File: src/rtl/mult_pkg.sv
// rtl/mult_pkg.sv - shared types and sizes for the shift-and-add multiplier
//
// Purpose : FSM state encoding and the ALU operand width used by the
//           multiplier, its interface and its testbench.
// Ports   : none (package).
package mult_pkg;

    localparam int MULT_N = 32;

    typedef enum logic [1:0] {
        IDLE = 2'd0,
        BUSY = 2'd1,
        DONE = 2'd2
    } state_t;

endpackage

File: src/rtl/shift_add_multiplier_if.sv
// rtl/shift_add_multiplier_if.sv - operand/product handshake bundle of the multiplier
//
// Purpose : groups the operand-side and product-side valid/ready handshakes.
// Signals : i_valid/o_ready/i_a/i_b  operand handshake (into the multiplier)
//           o_valid/i_ready/o_product product handshake (out of the multiplier)
//           o_busy                  multiplier is iterating
// Modports: master - the surrounding datapath; slave - the multiplier.
interface shift_add_multiplier_if #(
    parameter int N = mult_pkg::MULT_N
);
    logic         i_valid;
    logic         o_ready;
    logic [N-1:0] i_a;
    logic [N-1:0] i_b;
    logic         o_valid;
    logic         i_ready;
    logic [N-1:0] o_product;
    logic         o_busy;

    modport master (
        output i_valid, i_a, i_b, i_ready,
        input  o_ready, o_valid, o_product, o_busy
    );

    modport slave (
        input  i_valid, i_a, i_b, i_ready,
        output o_ready, o_valid, o_product, o_busy
    );
endinterface

File: src/rtl/shift_left_logical.sv
// rtl/shift_left_logical.sv - combinational logical left shifter
//
// Purpose : data_o = data_i << shamt_i, zero fill from the right.
// Ports   : data_i  [N-1:0]         value to shift
//           shamt_i [$clog2(N)-1:0] shift amount
//           data_o  [N-1:0]         shifted value
module shift_left_logical #(
    parameter int N = 32
) (
    input  logic [N-1:0]         data_i,
    input  logic [$clog2(N)-1:0] shamt_i,
    output logic [N-1:0]         data_o
);

    assign data_o = data_i << shamt_i;

endmodule

File: src/rtl/shift_add_multiplier.sv
// rtl/shift_add_multiplier.sv - iterative shift-and-add multiplier, low N bits of a*b
//
// Purpose : accepts a/b in IDLE, walks one multiplier bit per clock in BUSY
//           (adding a << count when b[count] is set), presents the product
//           in DONE until the consumer takes it.
// Ports   : clk  system clock, rising edge
//           rst  synchronous active-high reset
//           bus  shift_add_multiplier_if.slave (operand and product handshakes)
// Options : SHIFT_ADD_MULTIPLIER_EARLY_EXIT_EN - finish as soon as no set bits
//           of b remain above the current step.
module shift_add_multiplier
    import mult_pkg::*;
#(
    parameter int N = MULT_N
) (
    input  logic                 clk,
    input  logic                 rst,
    shift_add_multiplier_if.slave bus
);

    localparam int CW = $clog2(N);

    state_t        state_q, state_d;
    logic [N-1:0]  a_q, a_d;
    logic [N-1:0]  b_q, b_d;
    logic [N-1:0]  acc_q, acc_d;
    logic [N-1:0]  product_q, product_d;
    logic [CW-1:0] count_q, count_d;

    logic [N-1:0]  shifted;
    logic [N-1:0]  addend;
    logic [N-1:0]  acc_sum;
    logic          last_step;

    shift_left_logical #(.N(N)) u_sll (
        .data_i  (a_q),
        .shamt_i (count_q),
        .data_o  (shifted)
    );

    // Carry out of the top bit is dropped: only the low word is kept, which
    // is the same for signed and unsigned operands.
    assign addend  = b_q[count_q] ? shifted : '0;
    assign acc_sum = acc_q + addend;

`ifdef SHIFT_ADD_MULTIPLIER_EARLY_EXIT_EN
    // No set bits above the current position means nothing more to add.
    assign last_step = ((b_q >> count_q) >> 1) == '0;
`else
    assign last_step = (count_q == CW'(N - 1));
`endif

    always_comb begin
        state_d   = state_q;
        a_d       = a_q;
        b_d       = b_q;
        acc_d     = acc_q;
        count_d   = count_q;
        product_d = product_q;
        case (state_q)
            IDLE: begin
                if (bus.i_valid) begin
                    a_d     = bus.i_a;
                    b_d     = bus.i_b;
                    acc_d   = '0;
                    count_d = '0;
                    state_d = BUSY;
                end
            end
            BUSY: begin
                acc_d   = acc_sum;
                count_d = count_q + 1'b1;
                if (last_step) begin
                    product_d = acc_sum;
                    state_d   = DONE;
                end
            end
            DONE: begin
                if (bus.i_ready) begin
                    state_d = IDLE;
                end
            end
            default: state_d = IDLE;
        endcase
    end

    always_ff @(posedge clk) begin
        if (rst) begin
            state_q   <= IDLE;
            a_q       <= '0;
            b_q       <= '0;
            acc_q     <= '0;
            count_q   <= '0;
            product_q <= '0;
        end else begin
            state_q   <= state_d;
            a_q       <= a_d;
            b_q       <= b_d;
            acc_q     <= acc_d;
            count_q   <= count_d;
            product_q <= product_d;
        end
    end

    assign bus.o_ready   = (state_q == IDLE);
    assign bus.o_busy    = (state_q == BUSY);
    assign bus.o_valid   = (state_q == DONE);
    assign bus.o_product = product_q;

endmodule

File: src/flat_wrapper.sv
// flat-port wrapper written by rule: the top's interface ports become plain ports
module shift_add_multiplier_flat import mult_pkg::*;
#(
    parameter int N = MULT_N
)
  (clk, rst, bus_i_valid, bus_i_a, bus_i_b, bus_i_ready, bus_o_ready, bus_o_valid, bus_o_product, bus_o_busy);
  shift_add_multiplier_if #(.N(N)) bus_i ();
  input  logic clk;
  input  logic rst;
  input wire logic [$bits(bus_i.i_valid)-1:0] bus_i_valid;
  input wire logic [$bits(bus_i.i_a)-1:0] bus_i_a;
  input wire logic [$bits(bus_i.i_b)-1:0] bus_i_b;
  input wire logic [$bits(bus_i.i_ready)-1:0] bus_i_ready;
  output wire logic [$bits(bus_i.o_ready)-1:0] bus_o_ready;
  output wire logic [$bits(bus_i.o_valid)-1:0] bus_o_valid;
  output wire logic [$bits(bus_i.o_product)-1:0] bus_o_product;
  output wire logic [$bits(bus_i.o_busy)-1:0] bus_o_busy;
  assign bus_i.i_valid = bus_i_valid;
  assign bus_i.i_a = bus_i_a;
  assign bus_i.i_b = bus_i_b;
  assign bus_i.i_ready = bus_i_ready;
  assign bus_o_ready = bus_i.o_ready;
  assign bus_o_valid = bus_i.o_valid;
  assign bus_o_product = bus_i.o_product;
  assign bus_o_busy = bus_i.o_busy;
  shift_add_multiplier #(.N(N)) u_core (.clk(clk), .rst(rst), .bus(bus_i));
endmodule
File: config.mk
export PLATFORM = sky130hd
export DESIGN_NAME = shift_add_multiplier_flat
export DESIGN_NICKNAME = d
export VERILOG_FILES = /design/src/rtl/mult_pkg.sv /design/src/rtl/shift_add_multiplier_if.sv /design/src/rtl/shift_left_logical.sv /design/src/rtl/shift_add_multiplier.sv /design/src/flat_wrapper.sv
export SDC_FILE = /design/constraint.sdc
export NUM_CORES = 1
export LEC_CHECK = 0
export ABC_AREA = 1
export CORE_MARGIN = 3
export CORE_UTILIZATION = 45
export CTS_CLUSTER_SIZE = 14
export DETAILED_ROUTE_END_ITERATION = 12
export PLACE_DENSITY = 0.69
export SLEW_MARGIN = 15
export SYNTH_ARGS = -nofsm -noshare
export SYNTH_HDL_FRONTEND = slang
export SYNTH_SLANG_ARGS = --single-unit
File: constraint.sdc
create_clock -name clk -period 3.5 [get_ports clk]
set_clock_uncertainty 0.15 [all_clocks]
set_input_delay 0.525 -clock clk [delete_from_list [all_inputs] [get_ports clk]]
set_output_delay 0.525 -clock clk [all_outputs]
set_load 0.02 [all_outputs]
==> impl_metrics.env <==
export IMPL_outcome="completed"
export IMPL_syn_num_nets=1471
export IMPL_cts_buffers=17
export IMPL_synth_top_cell_by_area="dfxtp_1"
export IMPL_rows=50
export IMPL_placed_cells=1712
export IMPL_p_leak_uw=0.00508
export IMPL_power_density_nw_per_um2=384
export IMPL_synth_top_family_by_area="simple AND/OR/NAND/NOR gates"
export IMPL_cpMaxStageDelayCell="dfxtp_4"
export IMPL_crit_reg2reg_launch="u_core.count_q[0]"
export IMPL_path_clk_slew_ns=0.07
export IMPL_syn_to_final_growth_pct=34.5
export IMPL_post_route_util_pct=61.9
export IMPL_drv_cap=0
export IMPL_timing_setup_tns_ns=0
export IMPL_relSlewSlack_pct=28.7
export IMPL_synth_compound_area_share_pct=21.7
export IMPL_cpMostUsedCell="nand2_1"
export IMPL_period_minus_slack_ns=3.41
export IMPL_layout_nets=1587
export IMPL_hold_path_depth=2
export IMPL_final_cells=1758
export IMPL_clk_latency_ns=0.44
export IMPL_grt_usage_pct=24.8
export IMPL_synth_adder_area_share_pct=5.00
export IMPL_ys_warn_count=0
export IMPL_cp_end_kind="flop"
export IMPL_cp_arrival_ns=3.64
export IMPL_ff2ff_path_depth=18
export IMPL_synth_xor_area_share_pct=2.02
export IMPL_timing_fmax_mhz=293
export IMPL_syn_inst=1369
export IMPL_die_h_um=145
export IMPL_grt_pass1_wl_mm=41.8
export IMPL_wl_per_cell_um=15.6
export IMPL_min_path_type="flop to flop"
export IMPL_ys_flop_type="dfxtp_1"
export IMPL_synthMuxAreaShare_pct=0.231
export IMPL_htree_levels=4
export IMPL_synthSimpleGateAreaFrac_pct=30.1
export IMPL_worstMarginPinSlew_ns=1.07
export IMPL_cp_required_ns=3.72
export IMPL_synth_top_area_share_pct=31.2
export IMPL_die_x_um=145
export IMPL_num_antenna_cells=0
export IMPL_setup_viol=0
export IMPL_grt_max_degree=94
export IMPL_synth_edf_count=0
export IMPL_min_from="u_core.b_q[27]"
export IMPL_grt_pass1_vias=8270
export IMPL_initial_core_util_pct=46.0
export IMPL_clockBufferDepth=2
export IMPL_crit_start="u_core.count_q[0]"
export IMPL_via_per_inst=5.32
export IMPL_ctsHoldBuffers=0
export IMPL_start_kind="flop"
export IMPL_dr_pass1_iters=7
export IMPL_async_reset_ff_share_pct=0
export IMPL_ir_drop_v=0.000367
export IMPL_ys_ff_latch=135
export IMPL_via_count=9352
export IMPL_crit_chain="buf_4 -> clkbuf_16 -> nand2_1 -> nand2_1 -> nand3_1 -> nand3_2 -> nand2_4 -> nand2_2 -> nor2_1 -> ha_1 -> nand2_1 -> inv_1 -> nand3_1 -> o31ai_2 -> buf_4 -> xor2_1 -> nand2_1 -> a21oi_1"
export IMPL_postRouteAntennaNets=0
export IMPL_place_congestion=0.960
export IMPL_io_buffers=102
export IMPL_coreArea_um2=18800
export IMPL_cts_tree="built"
export IMPL_synth_distinct_cells=45
export IMPL_syn_area_per_cell_um2=6.33
export IMPL_pin_count=103
export IMPL_hpwl_mm=19.0
export IMPL_synth_area_leaders="dfxtp_1, nand2_1, o21ai_0"
export IMPL_finalWirelength_mm=27.4
export IMPL_drive_above_1_share_pct=17.4
export IMPL_cts_root_buf="clkbuf_16"
export IMPL_drt_iter0_drc=813
export IMPL_slew_viol_final=0
export IMPL_antenna_found_initial=0
export IMPL_netlist_area_um2=8670
export IMPL_drc_errors=0
export IMPL_die_area_um2=21000
export IMPL_ys_seq_area_share_pct=31.2
export IMPL_hold_viol=0
export IMPL_cts_sinks=135
export IMPL_cpPeakStageDelay_ns=0.46
export IMPL_period_share_pct=97.5
export IMPL_grt_overflow=0
export IMPL_rsz0062_at_grt="yes"
export IMPL_cp_max_fo=6
export IMPL_worst_setup_path_type="flop to flop"
Yosys cell counts, drive strengths merged (3+ instances only):
cell type,n
nand2,335
nand4,5
o211ai,11
a21oi,117
inv,127
nor3,8
xor2,15
ha,33
dfxtp,135
nor2,156
o21ai,155
or2,5
clkbuf,43
xnor2,5
a31oi,6
nor4,4
buf,35
a211oi,3
nand3,119
a21o,8
o21bai,30
layout make-up:
cell class | instances | area (um^2)
fillers | 1767 | 7180
clock inverters | 14 | 151
inverters | 127 | 484
flip-flops and latches | 135 | 2710
multi-input cells | 1032 | 5850
well taps | 260 | 325
repair buffers | 172 | 1690
clock buffers | 18 | 439
sequential cells by signal, indices dropped and copies added (netlist names):
signal,cells
u_core.state_q,2
u_core.count_q,5
u_core.b_q,32
u_core.bus.o_product,32
u_core.acc_q,32
u_core.a_q,32
stage by stage:
step                      hold slack (ns)  total power, uW  worst slack [ns]  area [um^2]
after global routing                0.323             4670            -0.139        11700
after floorplan                     0.279             2220             0.250         8670
after global placement              0.294             2500           -0.0473        10200
final                               0.307             4480            0.0867        11700
after CTS                           0.308             4340            0.0163        10800
after detailed placement            0.298             2500           -0.0550        10200
power breakdown:
part	leakage, uW	total, uW	switching, uW	internal (uW)
clock network	0.000286	1840	812	1030
logic	0.00369	974	572	402
registers	0.00110	1660	51.6	1610
cells by family after synthesis:
| logic type | count (synthesis) |
|---|---|
| AO/OA/AOI/OAI | 340 |
| XOR/XNOR | 20 |
| adder cells (fa/ha/maj) | 34 |
| buffers and inverters | 205 |
| flip-flops | 135 |
| multiplexers | 2 |
| AND/OR/NAND/NOR | 633 |
final timing paths:
kind	end	slack, ns
max	u_core.acc_q[13]	0.09
min	u_core.b_q[27]	0.31
min reg2reg	u_core.b_q[27]	0.31
max reg2reg	u_core.acc_q[13]	0.09
layout by cell type (no fill, tap or decap), types with 21 or more instances in the layout:
cell type and instances:
a21oi_1 93, a21oi_2 23, buf_4 59, clkbuf_16 21
clkdlybuf4s50_1 102, dfxtp_1 133, inv_1 119, nand2_1 306
nand2_2 25, nand3_1 114, nor2_1 133, o21ai_0 112
o21ai_1 22, o21ai_2 21, o21bai_1 28
routing by layer:
layer	global-route usage, %	vias up	share of wire (%)
li1	-	4745	-
met1	35.4	4299	48
met2	39.4	274	45
met3	3.78	34	5.4
met4	6.28	0	1.7
met5	0	-	0
worst max-delay path: cells and delay by family (launching register included):
family / cells / cell delay (ns)
buffers and inverters: 4 / 0.56
AOI/OAI and AO/OA: 2 / 0.53
DFF: 1 / 0.46
and+or+nand+nor: 10 / 1.03
xor gates and xnor gates: 1 / 0.23
adders and majority gates: 1 / 0.38
what timing repair did:
item | 4_1_cts | 5_1_grt
endpoints found under the hold margin | 0 | 0
setup endpoints to repair | 10 | 41
gates resized for setup | 3 | 188
pin swaps | 0 | 28
buffers inserted | 0 | 7
cloned | 0 | 7
Power figures use the tool's default switching activity.
